**src/rtl/exa_vc_packet_source.sv**
```systemverilog
// Packet generator: round-robin over NCH virtual channels, emits
// header / PAYLOAD_FLITS payload words / footer on three independent
// valid-ready handshakes, with an optional per-channel packet limit.
module exa_vc_packet_source #(
   parameter  int PRIO_NUM      = 2,
   parameter  int VC_NUM        = 2,
   parameter  int PAYLOAD_FLITS = 16,
   parameter  int PKT_LIMIT     = 0,
   localparam int NCH           = VC_NUM * PRIO_NUM,
   localparam int CW            = (NCH > 1) ? $clog2(NCH) : 1
) (
   input  logic           clk,
   input  logic           rst,
   input  logic           i_enable,
   input  logic [NCH-1:0] i_vc_mask,
   output logic           o_header_valid,
   input  logic           i_header_ready,
   output logic           o_payload_valid,
   input  logic           i_payload_ready,
   output logic           o_footer_valid,
   input  logic           i_footer_ready,
   output logic [127:0]   o_data,
   output logic [CW-1:0]  o_vc,
   output logic           o_busy,
   output logic           o_done
);

   typedef enum logic [1:0] {
      S_IDLE,
      S_HDR,
      S_PLD,
      S_FTR
   } state_t;

   state_t        state_q, state_d;
   logic [CW-1:0] vc_q, vc_d;
   logic [CW-1:0] last_q, last_d;
   logic [31:0]   flit_q, flit_d;
   logic [31:0]   cnt_q [NCH];
   logic [31:0]   cnt_d [NCH];

   logic [NCH-1:0] exhausted;
   logic           grant_found;
   logic [CW-1:0]  grant_vc;

   // Channel n is exhausted once it has sent PKT_LIMIT packets (limit 0 = never).
   always_comb begin
      exhausted = '0;
      for (int unsigned n = 0; n < NCH; n++) begin
         exhausted[n] = (PKT_LIMIT != 0) && (cnt_q[n] == 32'(PKT_LIMIT));
      end
   end

   // Round-robin search: first eligible channel strictly after last_q, wrapping.
   always_comb begin
      int unsigned idx;
      idx         = 0;
      grant_found = 1'b0;
      grant_vc    = '0;
      for (int unsigned k = 1; k <= NCH; k++) begin
         idx = (32'(last_q) + k) % NCH;
         if (!grant_found && i_vc_mask[idx] && !exhausted[idx]) begin
            grant_found = 1'b1;
            grant_vc    = CW'(idx);
         end
      end
   end

   // Next-state logic: packet sequencing, flit index and packet counters.
   always_comb begin
      state_d = state_q;
      vc_d    = vc_q;
      last_d  = last_q;
      flit_d  = flit_q;
      cnt_d   = cnt_q;
      case (state_q)
         S_IDLE: begin
            if (i_enable && grant_found) begin
               state_d = S_HDR;
               vc_d    = grant_vc;
               last_d  = grant_vc;
               flit_d  = '0;
            end
         end
         S_HDR: begin
            if (i_header_ready) begin
               // With no payload words the footer index is 1 as well.
               state_d = (PAYLOAD_FLITS == 0) ? S_FTR : S_PLD;
               flit_d  = 32'd1;
            end
         end
         S_PLD: begin
            if (i_payload_ready) begin
               flit_d = flit_q + 32'd1;
               if (flit_q == 32'(PAYLOAD_FLITS)) begin
                  state_d = S_FTR;
               end
            end
         end
         S_FTR: begin
            if (i_footer_ready) begin
               cnt_d[vc_q] = cnt_q[vc_q] + 32'd1;
               flit_d      = '0;
               state_d     = S_IDLE;
            end
         end
         default: state_d = S_IDLE;
      endcase
   end

   // State registers; reset abandons any packet in flight.
   always_ff @(posedge clk) begin
      if (rst) begin
         state_q <= S_IDLE;
         vc_q    <= '0;
         last_q  <= CW'(NCH - 1);
         flit_q  <= '0;
         for (int unsigned n = 0; n < NCH; n++) begin
            cnt_q[n] <= '0;
         end
      end else begin
         state_q <= state_d;
         vc_q    <= vc_d;
         last_q  <= last_d;
         flit_q  <= flit_d;
         cnt_q   <= cnt_d;
      end
   end

   // Outputs depend only on registered state, so they hold while stalled.
   always_comb begin
      o_header_valid  = (state_q == S_HDR);
      o_payload_valid = (state_q == S_PLD);
      o_footer_valid  = (state_q == S_FTR);
      o_busy          = (state_q != S_IDLE);
      o_vc            = vc_q;
      o_done          = (PKT_LIMIT != 0) && (&exhausted);
      o_data          = '0;
      if (state_q != S_IDLE) begin
         o_data = {32'(vc_q), cnt_q[vc_q], flit_q, 32'h5A5A_5A5A};
      end
   end

endmodule

```
**config.mk**
```make
export PLATFORM = sky130hd
export DESIGN_NAME = exa_vc_packet_source
export DESIGN_NICKNAME = d
export VERILOG_FILES = /design/src/rtl/exa_vc_packet_source.sv
export SDC_FILE = /design/constraint.sdc
export NUM_CORES = 1
export LEC_CHECK = 0
export CORE_UTILIZATION = 58
export DETAILED_ROUTE_END_ITERATION = 8
export GPL_TIMING_DRIVEN = 0
export PLACE_DENSITY = 0.86
export SLEW_MARGIN = 20
export SYNTH_ARGS = -nofsm -noshare
export SYNTH_HDL_FRONTEND = slang
export SYNTH_SLANG_ARGS = --single-unit
```
**constraint.sdc**
```tcl
create_clock -name clk -period 5.83 [get_ports clk]
set_input_delay 0.583 -clock clk [delete_from_list [all_inputs] [get_ports clk]]
set_output_delay 0.583 -clock clk [all_outputs]
set_load 0.005 [all_outputs]
```
==> results.rst <==
.. list-table::
   :header-rows: 1

   * - Metric
     - Value
   * - EDFF count, synth
     - 0
   * - Shortest period the worst path allows
     - 3.522 ns
   * - Clock tree from TritonCTS
     - yes
   * - Status
     - finished with violations
   * - Pins Over Slew Limit
     - 0
   * - Number of inserted diodes
     - 0
   * - Highest routed metal layer
     - met4
   * - Count of final hold-check violations
     - 0
   * - Footprint of the multi-input gates
     - 0.004797 mm²
   * - Effective utilization at floorplan
     - roughly three fifths
   * - Number of levels in the clock H-tree
     - 4
   * - Filler Cell Count
     - 1094
   * - Number of resized instances in the post-cts repair step
     - 0
   * - Post-detailed-placement half-perimeter wirelength
     - approximately 17000 µm
   * - Prevailing post-synth register cell
     - dfxtp_1
   * - Worst setup slack after placement
     - 2.485 ns
   * - Count of synthesis-stage warnings from yosys
     - 0
   * - Share of cells above drive strength 1
     - 11.34%
   * - Post-route ant nets
     - 0
   * - Die boundary width
     - 124.9 µm
   * - Number of cells on the worst reg-to-reg path
     - 8
   * - Worst hold slack across all endpoints
     - 0.4875 ns
   * - Basic-gate share of the synthesized area counting and, or, nand and nor cells
     - 22.29%
   * - Power share of the clock group
     - 34.2%
   * - Largest area contributor in the netlist
     - dfxtp_1
   * - Mux share of post-synthesis cell area
     - just under 10%
   * - Number of antenna violations at the first check in global routing
     - 0
   * - Worst relative slew slack
     - a little under a third
   * - Top-level port count
     - 145
   * - Core Region
     - 0.01464 mm²
   * - Critical setup path kind
     - register to primary output
   * - CP Max Fanout
     - 26
   * - Met2 wire len
     - 12010 µm
   * - Clock root buffer
     - clkbuf_16
   * - Residual DRC
     - 20
   * - Reported max-cap violation count
     - 0
   * - #FFs+latches synth
     - 166
   * - Slew at the pin closest to its max-slew limit
     - 1.018 ns
   * - Sw Pwr
     - 976.6 µW
   * - Wire length of the first global-routing pass
     - 39900 µm
   * - Worst flop-to-flop path endpoint
     - cnt_q[72]$_SDFFE_PP0P_
   * - Average wire length per cell after detail routing
     - 19.16 µm
   * - Pin count of the biggest net entering global routing
     - 27
   * - CP required
     - about 5.3 ns
   * - Final Setup Violations
     - 0
   * - Area growth, synth to finish
     - 22.11%
   * - Total standard cell area after synthesis
     - 0.008767 mm²
   * - Timing endpoint of the critical path
     - o_data[95]
   * - DIE HEIGHT
     - approximately 120 µm
   * - Worst Setup Start Kind
     - register
   * - Min-delay worst type
     - register to register
   * - Sum of negative setup slack
     - 0 ns
   * - Synthesized-area fraction occupied by ao, oa, aoi and oai cells
     - approximately 16%
   * - Length of the first detailed-routing pass in iterations
     - 9
   * - Insertion delay to the later sink of the worst-skew pair
     - 0.44 ns
   * - Number of nets in the layout
     - 1150
   * - Internal power component
     - about 2200 µW
   * - Via count of the first global-routing pass
     - 7651
   * - Sequential power share
     - 36.9%
   * - Setup crit end kind
     - primary output
   * - Adder-cell share of the synthesized area
     - 0.9990%
   * - Routed length on met1
     - 10090 µm
   * - Sequential element share of the synthesized area
     - between 30% and 40%
   * - Storage cell area
     - 0.003323 mm²
   * - Portion of synthesized cell area occupied by the leading cell type
     - a little under two fifths
   * - Total congestion overflow after global routing
     - 0
   * - Worst R2R Setup Slack
     - 2.60 ns
   * - TritonCTS Buffers
     - 17
   * - Post-CTS Setup Inserts
     - 0
   * - Via count
     - between 8k and 9k
   * - Most instantiated cells after synthesis
     - dfxtp_1 (166), nor2_1 (165), a211oi_1 (115)
   * - Mean number of vias per cell
     - approximately 6.2
   * - Leading cell types by total area after synthesis
     - dfxtp_1 (38%), a211oi_1 (9.8%), nor2_1 (7.1%), mux4_1 (5.7%), buf_4 (5.6%)
   * - Comb power frac
     - 28.9%
   * - Unrepaired setup endpoints after global routing
     - no
   * - Failing checks
     - DRC
   * - Achievable clock frequency
     - about 280 MHz
   * - Pwr/cell area
     - around 300 mW/mm²
   * - Average instance area after synthesis
     - 9.020 µm²
   * - CTS Hold Buffers Added
     - 0
   * - Floorplan row count
     - between 40 and 50
   * - Post-synthesis share of cell area spent on xor and xnor gates
     - 3.097%
   * - Data arrival time at the worst-slack endpoint
     - 2.94 ns
   * - Worst voltage drop across the vdd grid
     - 0.0002261 V
   * - Worst Clk Skew
     - 0.009622 ns
   * - Clock sink total
     - 166
   * - Detailed Route Iter0 Violations
     - 880
   * - Count of unique library cells instantiated by Yosys
     - about 60
   * - Post-Layout Cell Count
     - 1330
   * - Final Cycle Share
     - 60.41%
   * - Share of synthesized flip-flops with an asynchronous set or reset
     - 0%
   * - Total met3 wirelength after detailed routing
     - about 2600 µm
   * - Clock buffer depth
     - 2
   * - Largest family of logic cells by synthesized area
     - simple AND/OR/NAND/NOR gates
   * - Total routing usage reported by global routing
     - 32.56%
   * - Layout Cell Area excl Fill
     - about 0.011 mm²
   * - Count of mapped cells out of synthesis
     - 972
   * - Reg clk slew, reported paths
     - 0.07 ns
   * - Count of input and output buffers
     - 96
   * - Standby leakage power
     - 0.003690 µW
   * - Placer congestion estimate
     - 0.9123
   * - Final worst setup slack
     - ~2.3 ns
   * - Total Wirelength
     - ~25000 µm
   * - Net switching fraction of the power
     - 30.35%
   * - Area enclosed by the die boundary
     - 0.01561 mm²
   * - First element of the critical path
     - state_q[0]$_SDFFE_PP0P_
   * - Crit Reg-Reg Startpoint
     - o_vc[0]$_SDFFE_PP0P_
   * - Cell area reported after detailed placement
     - slightly above 0.01 mm²
   * - # placed instances
     - 1298
   * - Most frequent cell after synthesis
     - dfxtp_1
==> cell usage in the layout, fill, tap and decap left out, types with 5 or more instances in the layout <==
cell type | Yosys | final
nand4_1 | 16 | 16
clkbuf_8 | 0 | 5
nand2_1 | 37 | 37
xor2_1 | 18 | 18
a21oi_1 | 30 | 30
nor2b_1 | 38 | 38
nor4_1 | 9 | 9
clkdlybuf4s50_1 | 0 | 96
mux4_1 | 19 | 19
or3_1 | 9 | 9
clkbuf_16 | 0 | 17
nor2_1 | 165 | 165
mux4_2 | 13 | 13
a211oi_1 | 115 | 115
conb_1 | 1 | 47
xnor2_1 | 13 | 13
and3_1 | 7 | 7
buf_4 | 65 | 65
and4_1 | 5 | 5
clkbuf_1 | 61 | 64
and2_1 | 30 | 30
o21ai_0 | 25 | 25
ha_1 | 7 | 7
nand3_1 | 21 | 21
a311oi_1 | 14 | 14
a31oi_1 | 7 | 7
mux2i_1 | 7 | 7
dfxtp_1 | 166 | 166
inv_1 | 10 | 10
nor3_1 | 12 | 12
==> how the worst min path moves through the flow <==
stage | from | to | slack (ns) | cells past startpoint
final | cnt_q[97]$_SDFFE_PP0P_ | cnt_q[97]$_SDFFE_PP0P_ | 0.49 | 2
after global routing | cnt_q[45]$_SDFFE_PP0P_ | cnt_q[45]$_SDFFE_PP0P_ | 0.50 | 2
after CTS | cnt_q[45]$_SDFFE_PP0P_ | cnt_q[45]$_SDFFE_PP0P_ | 0.49 | 2
after detailed placement | cnt_q[97]$_SDFFE_PP0P_ | cnt_q[97]$_SDFFE_PP0P_ | 0.48 | 2
after global placement | cnt_q[33]$_SDFFE_PP0P_ | cnt_q[33]$_SDFFE_PP0P_ | 0.47 | 2
after floorplan | cnt_q[45]$_SDFFE_PP0P_ | cnt_q[45]$_SDFFE_PP0P_ | 0.45 | 2
==> state kept, by name, indices dropped and copies added, names as in the netlist <==
| signal | cells |
|---|---|
| state_q | 2 |
| cnt_q | 128 |
| flit_q | 32 |
| last_q | 2 |
| o_vc | 2 |
==> worst max-delay path: stages, from the launching register on <==
cell and delay [ns]:
dfxtp_1 0.37, inv_1 0.09, ha_1 0.31, inv_1 0.21, clkbuf_1 0.75, and2_1 0.24, clkdlybuf4s50_1 0.53
==> power by group through the flow <==
| stage | logic [µW] | clock network, µW | registers [µW] |
|---|---|---|---|
| after floorplan | 545 | 0 | 1210 |
| after global placement | 905 | 0 | 1210 |
| after detailed placement | 919 | 0 | 1210 |
| after CTS | 923 | 1090 | 1190 |
| after global routing | 997 | 1150 | 1190 |
| final | 931 | 1100 | 1190 |
==> routing by layer <==
layer | vias to the layer above | track usage [%]
li1 | 3753 | -
met1 | 3857 | 40.85
met2 | 503 | 54.13
met3 | 82 | 7.189
met4 | 0 | 14.20
met5 | - | 0
==> logic make-up (layout without fill, tap and decap cells) <==
group                    Yosys count  in the layout
XOR/XNOR                          31             31
multiplexers                      39             39
AO/OA/AOI/OAI                    208            208
buffers and inverters            143            271
adder cells (fa/ha/maj)            7              7
flip-flops                       166            166
other                              1             47
AND/OR/NAND/NOR                  377            377
==> final cells by class <==
cell class	count	share of cell area (%)
Clock buffer	25	4.722
Sequential cell	166	31.04
Clock inverter	7	0.6428
Tap cell	184	2.151
Timing Repair Buffer	96	8.976
Inverter	10	0.3506
Buffer	133	7.305
Multi-Input combinational cell	709	44.81
==> metrics by stage <==
stage               power [µW]  util, %
floorplan                 1752        -
global placement          2115    69.18
detailed placement        2130    69.18
CTS                       3202    73.10
global route              3337    73.10
finish                    3218    73.10
No activity file was read; power rests on OpenSTA's default activity.
